===== src/rtl/bcp_pkg.sv =====
// Shared definitions for the BCP clause initialization path.
// Holds the check-unit count, address width, the clause record layout and
// the loader state encoding used by clause_init_loader and its buffer.
package bcp_pkg;

  localparam int unsigned BCP_CHECK_NUM = 8;
  localparam int unsigned MEM_ADDR_W    = 3;
  localparam int unsigned REC_W         = 24;
  localparam int unsigned CNT_W         = 4;   // holds 0..BCP_CHECK_NUM
  localparam int unsigned TMO_W         = 8;

  // Clause record as carried on rec_data / initial_mem.
  typedef struct packed {
    logic [7:0] clause_type;
    logic [7:0] clause_mask;
    logic [7:0] clause_size;
  } clause_rec_t;

  typedef enum logic [2:0] {
    IDLE = 3'd0,
    FILL = 3'd1,
    REQ  = 3'd2,
    SEND = 3'd3,
    WAIT = 3'd4
  } loader_state_t;

  // Even parity (XOR reduction) of one record word.
  function automatic logic rec_parity(input clause_rec_t rec);
    return ^rec;
  endfunction

endpackage


===== src/rtl/clause_init_buffer.sv =====
// Eight-entry clause record store: indexed synchronous write, combinational
// read. Contents are not reset; every entry is written before it is read.
// Ports:
//   clock      - clock
//   wr_en      - write strobe
//   wr_addr    - write index 0..7
//   wr_data    - record to store
//   rd_addr    - read index 0..7
//   rd_data_c  - record at rd_addr (combinational)
module clause_init_buffer
  import bcp_pkg::*;
(
  input  logic                  clock,
  input  logic                  wr_en,
  input  logic [MEM_ADDR_W-1:0] wr_addr,
  input  logic [REC_W-1:0]      wr_data,
  input  logic [MEM_ADDR_W-1:0] rd_addr,
  output logic [REC_W-1:0]      rd_data_c
);

  clause_rec_t mem [BCP_CHECK_NUM];

  // Write port
  always_ff @(posedge clock) begin
    if (wr_en) begin
      mem[wr_addr] <= clause_rec_t'(wr_data);
    end
  end

  // Read port
  assign rd_data_c = REC_W'(mem[rd_addr]);

endmodule


===== src/rtl/clause_init_loader.sv =====
// Clause init loader: collects up to eight clause records from an upstream
// valid/ready stream, asks the BCP controller to enter its initial state,
// streams the records to check units 0..count-1, then waits (bounded by an
// 8-bit timeout) for initial_finish and reports done or error.
// Optional feature: define INIT_PARITY_EN to add the initial_parity output.
// Ports:
//   clock, reset          - clock; synchronous active-low reset
//   load_start            - opens a session (honoured in IDLE only)
//   rec_valid/rec_data/rec_last/rec_ready - upstream record stream
//   system_initial_signal - one-cycle initial-state request to BCP controller
//   initial_mem/addr/we   - record word, check-unit index, valid strobe
//   initial_finish        - BCP controller finished (honoured in WAIT only)
//   load_done/load_error  - one-cycle session result pulses
//   initial_parity        - (INIT_PARITY_EN) even parity of initial_mem
module clause_init_loader
  import bcp_pkg::*;
(
  input  logic                  clock,
  input  logic                  reset,
  input  logic                  load_start,
  input  logic                  rec_valid,
  input  logic [REC_W-1:0]      rec_data,
  input  logic                  rec_last,
  output logic                  rec_ready,
  output logic                  system_initial_signal,
  output logic [REC_W-1:0]      initial_mem,
  output logic [MEM_ADDR_W-1:0] initial_addr,
  output logic                  initial_we,
  input  logic                  initial_finish,
  output logic                  load_done,
  output logic                  load_error
`ifdef INIT_PARITY_EN
  ,
  output logic                  initial_parity
`endif
);

  // Last counter value before the timeout would reach 255.
  localparam logic [TMO_W-1:0] TMO_LAST = TMO_W'(254);

  loader_state_t         state_q, state_d;
  logic [CNT_W-1:0]      count_q, count_d;
  logic [MEM_ADDR_W-1:0] idx_q, idx_d;
  logic [TMO_W-1:0]      timeout_q, timeout_d;
  logic                  truncated_q, truncated_d;

  logic                  rec_ready_d;
  logic                  sis_d;
  logic [REC_W-1:0]      initial_mem_d;
  logic [MEM_ADDR_W-1:0] initial_addr_d;
  logic                  initial_we_d;
  logic                  load_done_d;
  logic                  load_error_d;

  logic                  xfer_c;
  logic [REC_W-1:0]      rd_data_c;

  assign xfer_c = (state_q == FILL) && rec_valid && rec_ready;

  // Record store; read index follows the next idx so initial_mem can be registered.
  clause_init_buffer u_buffer (
    .clock     (clock),
    .wr_en     (xfer_c),
    .wr_addr   (count_q[MEM_ADDR_W-1:0]),
    .wr_data   (rec_data),
    .rd_addr   (idx_d),
    .rd_data_c (rd_data_c)
  );

  // Next state, counters, and next values of the registered outputs
  always_comb begin
    state_d        = state_q;
    count_d        = count_q;
    idx_d          = idx_q;
    timeout_d      = timeout_q;
    truncated_d    = truncated_q;
    rec_ready_d    = 1'b0;
    sis_d          = 1'b0;
    initial_mem_d  = '0;
    initial_addr_d = '0;
    initial_we_d   = 1'b0;
    load_done_d    = 1'b0;
    load_error_d   = 1'b0;

    case (state_q)
      IDLE: begin
        count_d   = '0;
        idx_d     = '0;
        timeout_d = '0;
        if (load_start) begin
          state_d     = FILL;
          truncated_d = 1'b0;
        end
      end

      FILL: begin
        if (xfer_c) begin
          count_d = count_q + CNT_W'(1);
          if (rec_last) begin
            state_d = REQ;
          end else if (count_q == CNT_W'(BCP_CHECK_NUM - 1)) begin
            state_d     = REQ;
            truncated_d = 1'b1;
          end
        end
      end

      REQ: begin
        state_d = SEND;
        idx_d   = '0;
      end

      SEND: begin
        if ({1'b0, idx_q} == count_q - CNT_W'(1)) begin
          state_d   = WAIT;
          timeout_d = '0;
        end else begin
          idx_d = idx_q + MEM_ADDR_W'(1);
        end
      end

      WAIT: begin
        // initial_finish takes priority over an expiring timeout
        if (initial_finish) begin
          state_d      = IDLE;
          load_done_d  = !truncated_q;
          load_error_d = truncated_q;
        end else if (timeout_q == TMO_LAST) begin
          state_d      = IDLE;
          load_error_d = 1'b1;
        end else begin
          timeout_d = timeout_q + TMO_W'(1);
        end
      end

      default: state_d = IDLE;
    endcase

    rec_ready_d = (state_d == FILL) && (count_d < CNT_W'(BCP_CHECK_NUM));
    sis_d       = (state_d == REQ);
    if (state_d == SEND) begin
      initial_we_d   = 1'b1;
      initial_addr_d = idx_d;
      initial_mem_d  = rd_data_c;
    end
  end

  // State and output registers
  always_ff @(posedge clock) begin
    if (!reset) begin
      state_q               <= IDLE;
      count_q               <= '0;
      idx_q                 <= '0;
      timeout_q             <= '0;
      truncated_q           <= 1'b0;
      rec_ready             <= 1'b0;
      system_initial_signal <= 1'b0;
      initial_mem           <= '0;
      initial_addr          <= '0;
      initial_we            <= 1'b0;
      load_done             <= 1'b0;
      load_error            <= 1'b0;
    end else begin
      state_q               <= state_d;
      count_q               <= count_d;
      idx_q                 <= idx_d;
      timeout_q             <= timeout_d;
      truncated_q           <= truncated_d;
      rec_ready             <= rec_ready_d;
      system_initial_signal <= sis_d;
      initial_mem           <= initial_mem_d;
      initial_addr          <= initial_addr_d;
      initial_we            <= initial_we_d;
      load_done             <= load_done_d;
      load_error            <= load_error_d;
    end
  end

`ifdef INIT_PARITY_EN
  logic initial_parity_d;

  // Parity of the word being presented; zero when no word is presented
  always_comb begin
    initial_parity_d = 1'b0;
    if (initial_we_d) begin
      initial_parity_d = rec_parity(clause_rec_t'(initial_mem_d));
    end
  end

  always_ff @(posedge clock) begin
    if (!reset) begin
      initial_parity <= 1'b0;
    end else begin
      initial_parity <= initial_parity_d;
    end
  end
`endif

endmodule


===== config.mk =====
export PLATFORM = sky130hd
export DESIGN_NAME = clause_init_loader
export DESIGN_NICKNAME = d
export VERILOG_FILES = /design/src/rtl/bcp_pkg.sv /design/src/rtl/clause_init_buffer.sv /design/src/rtl/clause_init_loader.sv
export SDC_FILE = /design/constraint.sdc
export NUM_CORES = 1
export LEC_CHECK = 0
export ABC_CLOCK_PERIOD_IN_PS = 8100
export CAP_MARGIN = 20
export CORE_MARGIN = 5
export CORE_UTILIZATION = 45
export DETAILED_ROUTE_END_ITERATION = 7
export PLACE_DENSITY_LB_ADDON = 0.15
export SLEW_MARGIN = 0
export SYNTH_ARGS = -nofsm -noshare
export SYNTH_HDL_FRONTEND = slang
export SYNTH_HIERARCHICAL = 1
export SYNTH_SLANG_ARGS = --single-unit

===== constraint.sdc =====
create_clock -name clock -period 8.1 [get_ports clock]
set_clock_uncertainty 0.05 [all_clocks]
set_input_delay 0.81 -clock clock [delete_from_list [all_inputs] [get_ports clock]]
set_output_delay 0.81 -clock clock [all_outputs]
set_load 0.02 [all_outputs]

==> results of run 1 <==
==> path summary, 6_finish.rpt <==
kind | startpoint | end | cells past startpoint
min | timeout_q[7]$_SDFFE_PN0P_ | timeout_q[7]$_SDFFE_PN0P_ | 1
max reg2reg | count_q[0]$_SDFFE_PN0P_ | initial_mem[21]$_SDFF_PN0_ | 11
min reg2reg | timeout_q[7]$_SDFFE_PN0P_ | timeout_q[7]$_SDFFE_PN0P_ | 1
max | count_q[0]$_SDFFE_PN0P_ | initial_mem[21]$_SDFF_PN0_ | 11
==> cell families after synthesis <==
family | after synthesis | synth area share, %
adders and majority gates | 5 | 0.6661
and+or+nand+nor | 108 | 6.328
DFF | 243 | 72.26
AOI/OAI and AO/OA | 38 | 2.678
buffers and inverters | 28 | 1.905
xor gates and xnor gates | 5 | 0.6261
muxes | 78 | 15.53
==> per-layer routing <==
metal	track usage (%)	vias to the layer above	routed length, um
li1	-	2149	-
met1	21.16	2373	7795
met2	25.69	99	8935
met3	2.598	24	865
met4	3.785	0	341
met5	0	-	0
==> power groups by stage <==
stage | Combinational, mW | Sequential [mW] | Clock (mW)
floorplan | 0.0270 | 1.38 | 0
global placement | 0.0583 | 1.38 | 0
detailed placement | 0.0605 | 1.38 | 0
CTS | 0.0607 | 1.35 | 1.12
global route | 0.0655 | 1.35 | 1.19
finish | 0.0597 | 1.35 | 1.09
==> cells in the final DEF, fill, tap and decap left out, types with 5 or more instances in the layout <==
cell and n:
mux2_4 12, nand2_1 18, clkinv_2 5, clkbuf_1 6, nor2_1 13, clkdlybuf4s50_1 61
and2_2 10, clkinv_1 6, and2_1 17, mux2_2 14, a21oi_1 11, inv_1 5
mux4_2 48, nor2_2 6, buf_4 10, o21ai_0 8, dfxtp_1 51, edfxtp_1 192
clkbuf_16 26, nor3_1 8, ha_1 5, a31oi_1 6, nand2b_1 6
==> cell type report <==
| class | count | area share [%] |
|---|---|---|
| clock inverter | 14 | 0.9197 |
| tap | 270 | 3.028 |
| multi-input combinational | 234 | 22.13 |
| clock buffer | 34 | 6.281 |
| timing repair buffer | 73 | 6.640 |
| inverter | 5 | 0.1682 |
| sequential | 243 | 60.83 |
==> Yosys cell counts (all sizes together), types with 4 or more instances <==
| master | n |
|---|---|
| edfxtp | 192 |
| dfxtp | 51 |
| mux4 | 48 |
| and2 | 28 |
| mux2 | 26 |
| nand2 | 20 |
| nor2 | 20 |
| buf | 17 |
| a21oi | 12 |
| nor3 | 10 |
| o21ai | 8 |
| a31oi | 6 |
| clkbuf | 6 |
| nand2b | 6 |
| ha | 5 |
| inv | 5 |
| mux2i | 4 |
| nand3 | 4 |
| xor2 | 4 |
==> sequential cells by signal, summed over array words and instances (netlist names), 3 cells and up <==
| signal | cells |
|---|---|
| idx_q | 3 |
| u_buffer/mem | 192 |
| state_q | 3 |
| count_q | 4 |
| timeout_q | 8 |
| initial_mem | 24 |
| initial_addr | 3 |
==> results.toml, run 1 <==
[power_and_ir_drop]
p_int_mw = 2.018
clock_power_share_pct = 43.6
combPwrFrac_pct = 2.4
cellPowerDensity_mw_per_mm2 = 224.5
peakVddDrop_v = 0.0001731
share_of_total_power_consumed_by_net_switching_pct = 19.45
netSwitchingPower_uw = 487.2
power.leakage_nw = 3.595
share_seq_of_total_power_pct = 54.0
totalPowerFinal_mw = 2.505

[critical_path]
cp-start-kind = "flip-flop"
cp_data_required_time_ns = 8.46
critPathMaxFanout = 31
path_buf_inv = 2
critical_path.slowest_cell = "mux4_2"
critical_path.top_delay_family = "multiplexers"
critical_path.endpoint_type = "flip-flop"
arrival_ns = 4.00
critical_path.max_stage_delay_ns = 0.56
worst-r2r-setup-slack_ns = 4.46
path_class = "flip-flop to flip-flop"
path_cells = "inv_1 > ha_1 > xor3_1 > o22ai_1 > and2_4 > o211ai_1 > nand2_4 > buf_16 > mux4_2 > mux2_2 > and2_2"

[clock_network]
cts_tree = "built"
holdBufCountCts = 0
ctsRootBufferMaster = "clkbuf_16"
clk_pin_slew_ns = 0.06
cts.htree.levels = 1
tritoncts_num_sinks = 243
number_of_buffers_created_by_cts = 26
postCtsResizedCells = 0
clock_tree.buffer_depth = 3
cts_setup_buffers = 0
clkLatencyLatePin_ns = 0.52

[timing]
maximum_clock_rate_mhz = 274.8
finalHoldViolCount = 0
timing.final.setup_violations = 0
timing_worst_slew_pin_value_ns = 0.8872
slew_headroom_pct = 40.73
final_critical_path_setup_slack_ns = 4.462
timing.final.crit_share_pct = 44.92
grt_setup_unrepaired = "false"
drv_slew = 0
layout_min_cycle_time_ns = 3.638
hold_ws_ns = 0.4235
fin_tns_setup_ns = 0

[yosys]
synth.net_count = 540
yosysTopAreaCell = "edfxtp_1"
ys.warnings.count = 6
area_share_of_the_leading_cell_type_in_the_synthesized_netlist_pct = 61.39
yosys_register_bits = 243
syn-instance-count = 505
synth.area.top_cells = "edfxtp_1 61%, mux4_2 12%, dfxtp_1 11%"
synth.yosys.seq_area_share_pct = 72.26
postSynth.asyncResetShare_pct = 0
post_synth_num_cell_types = 50
synth_top_flop_cell = "edfxtp_1"
synth_edf_count = 192
combined_area_of_all_synthesized_cells_sq_mm = 0.009392
mean_syn_cell_area_sq_um = 18.60

[global_routing]
first_global_vias = 4901
grt_antenna_before_repair = 0
global_route_wire_length_before_repair_um = 28320
grt.overflow.total = 0
gr-usage-all-layers_pct = 15.34
grt_max_degree = 49

[routing]
vias = 4645
avgRoutedWirePerCell_um = 20.55
detail_route.iter0.violations = 225
drt_pre_antenna_iters = 4
detail_route.drc_violations = 0
drtAntennaViolNets = 0
routed_via_density = 5.321
wl_um = 17940

[layout]
nFillCells = 1595
area_delta_synth_final_pct = 18.78
final_layout_size_suffix_gt1_share_pct = 24.21
antennaDiodeCount = 0
post-route-cell-area_sq_mm = 0.01116
final_util_pct = 54.78
regArea_sq_mm = 0.006787
final_net_count = 618
final_cells = 873
multi_input_area_sq_mm = 0.002469

[place]
globalplace.congestion = 0.7537
detailedPlace.worstSlack_ns = 4.185
number_of_placed_instances_with_taps_included = 823
numPortBuffers = 61
place_hpwl_um = 10300
postPlaceCellArea_sq_mm = 0.01030

[die]
ioPinCount = 62
initial_core_util_pct = 46.12
die_area_sq_mm = 0.02386
die_h_um = 154.5
placeable_core_area_sq_mm = 0.02036
die_outline_width_um = 154.5
std_cell_rows = 52

[outcome]
status = "completed"

[run]
cap_viol_max_count = 0

[min_path]
timing.hold.worst.class = "flip-flop to flip-flop"
Power figures use the tool's default switching activity.
==> run 2: changes to the inputs <==
--- a/config.mk
+++ b/config.mk
@@ -5,7 +5,7 @@
 export SDC_FILE = /design/constraint.sdc
 export NUM_CORES = 1
 export LEC_CHECK = 0
-export ABC_CLOCK_PERIOD_IN_PS = 8100
+export ABC_CLOCK_PERIOD_IN_PS = 3400
 export CAP_MARGIN = 20
 export CORE_MARGIN = 5
 export CORE_UTILIZATION = 45
==> constraint.sdc (replaced) <==
create_clock -name clock -period 3.4 [get_ports clock]
set_clock_uncertainty 0.05 [all_clocks]
set_input_delay 0.34 -clock clock [delete_from_list [all_inputs] [get_ports clock]]
set_output_delay 0.34 -clock clock [all_outputs]
set_load 0.02 [all_outputs]
==> run 2 against run 1 <==
Cell count increased by 1.9%. Routed wire length increased by 0.33%. Sequential power rose by 140%. Non-clock buffer count up 17. Via count rose by 1.7%. Die area unchanged. Hold slack got worse by 0.0045 ns. First-iteration DRC count up 12%. Combinational power increased to 2.5 times the previous value. Critical path type unchanged. Largest cell class unchanged. Largest power group unchanged.
==> results.toml, run 2 (synthesis gave the netlist of run 1 again) <==
[timing]
grt_setup_unrepaired = "false"
finalHoldViolCount = 0
drv_slew = 0
timing.final.crit_share_pct = 93.08
layout_min_cycle_time_ns = 3.165
hold_ws_ns = 0.4190
timing.final.setup_violations = 0
timing_worst_slew_pin_value_ns = 0.8373
maximum_clock_rate_mhz = 316.0
slew_headroom_pct = 44.06
fin_tns_setup_ns = 0

[die]
ioPinCount = 62
std_cell_rows = 52
initial_core_util_pct = 46.12
die_area_sq_mm = 0.02386
placeable_core_area_sq_mm = 0.02036
die_outline_width_um = 154.5
die_h_um = 154.5

[power_and_ir_drop]
peakVddDrop_v = 0.0004297
power.leakage_nw = 3.699
share_seq_of_total_power_pct = 53.0
p_int_mw = 4.910
cellPowerDensity_mw_per_mm2 = 532.3
clock_power_share_pct = 44.5
share_of_total_power_consumed_by_net_switching_pct = 19.20
netSwitchingPower_mw = 1.166
totalPowerFinal_mw = 6.076
combPwrFrac_pct = 2.5

[layout]
final_net_count = 635
max_reg_flops = 192
area_delta_synth_final_pct = 21.56
regArea_sq_mm = 0.006787
final_layout_size_suffix_gt1_share_pct = 26.49
multi_input_area_sq_mm = 0.002496
most-common-layout-cells = "192 x edfxtp_1, 61 x clkdlybuf4s50_1, 51 x dfxtp_1"
mostFrequentLayoutCell = "edfxtp_1"
largest-register = "u_buffer/mem"
final_cells = 890
nFillCells = 1570
largest_registers = "u_buffer/mem (192), initial_mem (24), timeout_q (8)"
final_util_pct = 56.06

[global_routing]
global_route_wire_length_before_repair_um = 29190
first_global_vias = 5171
grt_antenna_before_repair = 1
gr-usage-all-layers_pct = 15.52
grt.overflow.total = 0
grt_max_degree = 35

[min_path]
hold-path-endpoint = "truncated_q$_SDFFE_PN0P_"
timing.hold.worst_path_depth = 4
timing.hold.worst.class = "input pin to flip-flop"
min_from = "load_start"

[critical_path]
critical_path.endpoint_type = "flip-flop"
path_class = "flip-flop to flip-flop"
worst-r2r-setup-slack_ns = 0.24
r2r_cells = 11
arrival_ns = 3.52
critPathMaxFanout = 12
cp_data_required_time_ns = 3.76
regToRegStartpoint = "count_q[0]$_SDFFE_PN0P_"
critical_path.reg2reg.endpoint = "initial_mem[21]$_SDFF_PN0_"
cp-start-kind = "flip-flop"

[clock_network]
ctsRootBufferMaster = "clkbuf_16"
postCtsResizedCells = 0
clock_tree.buffer_depth = 3
tritoncts_num_sinks = 243
cts_tree = "built"
cts_setup_buffers = 0
holdBufCountCts = 0
number_of_buffers_created_by_cts = 26
clkLatencyLatePin_ns = 0.52
clk_pin_slew_ns = 0.06
cts.htree.levels = 1

[routing]
drt_pre_antenna_iters = 4
drtAntennaViolNets = 0
wl_um = 18000
avgRoutedWirePerCell_um = 20.22
detail_route.drc_violations = 0
routed_via_density = 5.309
detail_route.iter0.violations = 251
vias = 4725

[place]
number_of_placed_instances_with_taps_included = 842
numPortBuffers = 61
globalplace.congestion = 0.7721
place_hpwl_um = 11120

[outcome]
status = "completed"

[run]
cap_viol_max_count = 0
[run 2: cell types whose count changed in the layout (fill, tap and decap cells not counted), sizes merged]
cell,change
buf,+17
bufinv,+1
clkbuf,+2
clkinv,-5
clkinvlp,+1
diode,+1
[run 2: power by group through the flow]
stage	combinational (mW)	sequential [mW]	clock [mW]
6_report	0.152	3.22	2.71
5_1_grt	0.166	3.22	2.90
4_1_cts	0.154	3.22	2.78
3_5_place_dp	0.154	3.28	0
3_3_place_gp	0.150	3.28	0
2_1_floorplan	0.0645	3.29	0
[run 2: layout make-up]
cell class / instances / share of cell area [%]
Clock inverter: 11 / 1.008
Sequential cell: 243 / 59.45
Clock buffer: 36 / 6.291
Tap cell: 270 / 2.959
Inverter: 5 / 0.1644
Timing Repair Buffer: 90 / 8.242
Antenna cell: 1 / 0.02192
Multi-Input combinational cell: 234 / 21.87
[run 2: how the worst max path moves through the flow]
stage | startpoint | endpoint | slack, ns
after global placement | count_q[0]$_SDFFE_PN0P_ | initial_mem[18]$_SDFF_PN0_ | 0.26
after detailed placement | count_q[0]$_SDFFE_PN0P_ | initial_mem[23]$_SDFF_PN0_ | 0.22
final | count_q[0]$_SDFFE_PN0P_ | initial_mem[21]$_SDFF_PN0_ | 0.24
after floorplan | count_q[0]$_SDFFE_PN0P_ | initial_mem[15]$_SDFF_PN0_ | 0.32
after global routing | count_q[0]$_SDFFE_PN0P_ | initial_mem[19]$_SDFF_PN0_ | 0.04
after CTS | count_q[2]$_SDFFE_PN0P_ | initial_mem[23]$_SDFF_PN0_ | 0.21
[run 2: critical path, stage by stage, from the launching register on]
cell and delay [ns]:
dfxtp_1 0.32, inv_1 0.10, ha_1 0.20, xor3_1 0.24
o22ai_1 0.32, and2_4 0.24, o211ai_1 0.14, nand2_4 0.31
buf_12 0.20, mux4_2 0.50, mux2_2 0.27, and2_2 0.17
[run 2: metal layers]
layer | up-vias | wire length, um | GRT usage (%)
met5 | - | 0 | 0
met4 | 0 | 232 | 3.490
met1 | 2423 | 7890 | 20.98
met3 | 21 | 900 | 2.822
met2 | 96 | 8973 | 26.50
li1 | 2185 | - | -
[run 2: stage by stage]
step / cell area (sq um) / setup WS, ns
3_5_place_dp: 10580 / 0.2202
2_1_floorplan: 9402 / 0.3214
3_3_place_gp: 10580 / 0.2578
5_1_grt: 11420 / 0.04245
4_1_cts: 11410 / 0.2150
6_report: 11420 / 0.2352
==> run 3: changes to the inputs <==
--- a/config.mk
+++ b/config.mk
@@ -5,12 +5,12 @@
 export SDC_FILE = /design/constraint.sdc
 export NUM_CORES = 1
 export LEC_CHECK = 0
-export ABC_CLOCK_PERIOD_IN_PS = 3400
+export ABC_CLOCK_PERIOD_IN_PS = 2700
 export CAP_MARGIN = 20
 export CORE_MARGIN = 5
 export CORE_UTILIZATION = 45
 export DETAILED_ROUTE_END_ITERATION = 7
-export PLACE_DENSITY_LB_ADDON = 0.15
+export PLACE_DENSITY = 0.68
 export SLEW_MARGIN = 0
 export SYNTH_ARGS = -nofsm -noshare
 export SYNTH_HDL_FRONTEND = slang
==> constraint.sdc (replaced) <==
create_clock -name clock -period 2.7 [get_ports clock]
set_clock_uncertainty 0.05 [all_clocks]
set_input_delay 0.27 -clock clock [delete_from_list [all_inputs] [get_ports clock]]
set_output_delay 0.27 -clock clock [all_outputs]
set_load 0.02 [all_outputs]
==> run 3 against run 2 <==
The run now ends with negative setup slack left. First-iteration DRC count grew 14%. Non-clock buffer count grew 21. Hold slack lost 0.054 ns. Final area grew 3.7%. Power grew 25%. Via count grew 2.6%. Combinational power grew 34%. Setup slack lost 0.37 ns. Die area is the same. Critical path type unchanged. Core utilization grew 2.1 points.
==> results.toml, run 3 (synthesis gave the netlist of run 1 again) <==
[timing]
timing.final.crit_share_pct = 104.9
layout_min_cycle_time_ns = 2.831
drv_slew = 0
grt_setup_unrepaired = "true"
maximum_clock_rate_mhz = 353.2
timing_worst_slew_pin_value_ns = 0.6426
slew_headroom_pct = 57.07
timing.final.setup_violations = 24
hold_ws_ns = 0.3650
final_critical_path_setup_slack_ns = -0.1310
finalHoldViolCount = 0
fin_tns_setup_ns = -2.426

[die]
initial_core_util_pct = 46.12
ioPinCount = 62
std_cell_rows = 52
die_h_um = 154.5
die_outline_width_um = 154.5
placeable_core_area_sq_mm = 0.02036
die_area_sq_mm = 0.02386

[layout]
antennaDiodeCount = 0
final_net_count = 656
largest-register = "u_buffer/mem"
final_layout_size_suffix_gt1_share_pct = 32.45
max_reg_flops = 192
largest_registers = "u_buffer/mem (192), initial_mem (24), timeout_q (8)"
regArea_sq_mm = 0.006795
final_cells = 911
multi_input_area_sq_mm = 0.002621
nFillCells = 1497
mostFrequentLayoutCell = "edfxtp_1"
area_delta_synth_final_pct = 26.10
most-common-layout-cells = "192 x edfxtp_1, 61 x clkdlybuf4s50_1, 48 x dfxtp_1, 48 x mux4_2, 29 x buf_4"

[critical_path]
r2r_cells = 12
setup.worst_path.end = "initial_mem[4]$_SDFF_PN0_"
cp-start-kind = "flip-flop"
critical_path.slowest_cell = "mux4_2"
critical_path.endpoint_type = "flip-flop"
path_cells = "inv_4 > ha_4 > xor2_2 > o211a_4 > and2_4 > o211ai_1 > buf_4 > nand2_8 > buf_12 > mux4_2 > mux2_4 > and2_4"
cp_data_required_time_ns = 3.07
critical_path.top_delay_family = "multiplexers"
path_class = "flip-flop to flip-flop"
worst-r2r-setup-slack_ns = -0.13
critical_path.reg2reg.endpoint = "initial_mem[4]$_SDFF_PN0_"
arrival_ns = 3.20
path_buf_inv = 3
critPathMaxFanout = 12
worstSetupPathDepth = 12
regToRegStartpoint = "count_q[1]$_SDFFE_PN0P_"
critical-path-top-cell-by-count = "and2_4"
critical_path.max_stage_delay_ns = 0.52
crit_start = "count_q[1]$_SDFFE_PN0P_"

[place]
numPortBuffers = 61
place_hpwl_um = 11080
number_of_placed_instances_with_taps_included = 858
globalplace.congestion = 0.8234

[global_routing]
grt_antenna_before_repair = 1
gr-usage-all-layers_pct = 15.79
grt.overflow.total = 0
global_route_wire_length_before_repair_um = 29460
grt_max_degree = 25
first_global_vias = 5202

[power_and_ir_drop]
peakVddDrop_v = 0.0004886
cellPowerDensity_mw_per_mm2 = 641.1
power.leakage_nw = 3.908

[clock_network]
number_of_buffers_created_by_cts = 26
clkLatencyLatePin_ns = 0.52
tritoncts_num_sinks = 243
cts_tree = "built"
cts.htree.levels = 1
ctsRootBufferMaster = "clkbuf_16"
holdBufCountCts = 0
clock_tree.buffer_depth = 3
clk_pin_slew_ns = 0.06

[run]
cap_viol_max_count = 0

[routing]
detail_route.drc_violations = 0
drt_pre_antenna_iters = 4
detail_route.iter0.violations = 287
routed_via_density = 5.323
avgRoutedWirePerCell_um = 20.42
wl_um = 18600
vias = 4849
drtAntennaViolNets = 0

[outcome]
status = "finished, violations left"
failed_checks = "negative setup slack"

[min_path]
timing.hold.worst.class = "input pin to flip-flop"
## run 3: worst min-delay path by stage
| stage | from | end | slack, ns | cells past startpoint |
|---|---|---|---|---|
| 6_report | initial_finish | load_done$_SDFF_PN0_ | 0.37 | 2 |
| 5_1_grt | initial_finish | load_done$_SDFF_PN0_ | 0.36 | 2 |
| 4_1_cts | initial_finish | load_done$_SDFF_PN0_ | 0.35 | 2 |
| 3_5_place_dp | timeout_q[7]$_SDFFE_PN0P_ | timeout_q[7]$_SDFFE_PN0P_ | 0.41 | 1 |
| 3_3_place_gp | timeout_q[7]$_SDFFE_PN0P_ | timeout_q[7]$_SDFFE_PN0P_ | 0.40 | 1 |
| 2_1_floorplan | rec_data[0] | u_buffer/mem[0][0]$_DFFE_PP_ | 0.32 | 0 |
## run 3: what timing repair did
action | in CTS | in global routing
setup buffers | 3 | 0
pin swaps | 2 | 0
resized for setup | 13 | 13
gates cloned | 2 | 0
setup endpoints to repair | 24 | 24
## run 3: layer usage
metal	wire length (um)	track usage, %
met5	20	0
met2	9858	27.79
met3	794	2.543
met4	284	3.616
met1	7646	20.78
## run 3: through the flow
step / area (sq um) / setup slack, ns / power (mW) / utilization [%]
after global placement: 10850 / -0.09059 / 4.322 / 53.29
after floorplan: 9485 / -0.1611 / 4.221 / -
after global routing: 11840 / -0.2225 / 7.865 / 58.15
final: 11840 / -0.1310 / 7.592 / 58.15
after detailed placement: 10850 / -0.1684 / 4.332 / 53.29
after CTS: 11820 / -0.1199 / 7.674 / 58.02
## run 3: cell type report
| cell class | instances | area share [%] |
|---|---|---|
| Clock buffer | 30 | 5.621 |
| Clock inverter | 18 | 1.278 |
| Tap cell | 270 | 2.853 |
| Timing Repair Buffer | 111 | 10.55 |
| Inverter | 5 | 0.1796 |
| Sequential cell | 243 | 57.38 |
| Multi-Input combinational cell | 234 | 22.13 |
## run 3: where the power goes
| group | switching (mW) | total (mW) | internal, mW |
|---|---|---|---|
| registers | 0.0100 | 4.06 | 4.05 |
| logic | 0.103 | 0.203 | 0.0998 |
| clock network | 1.37 | 3.33 | 1.96 |
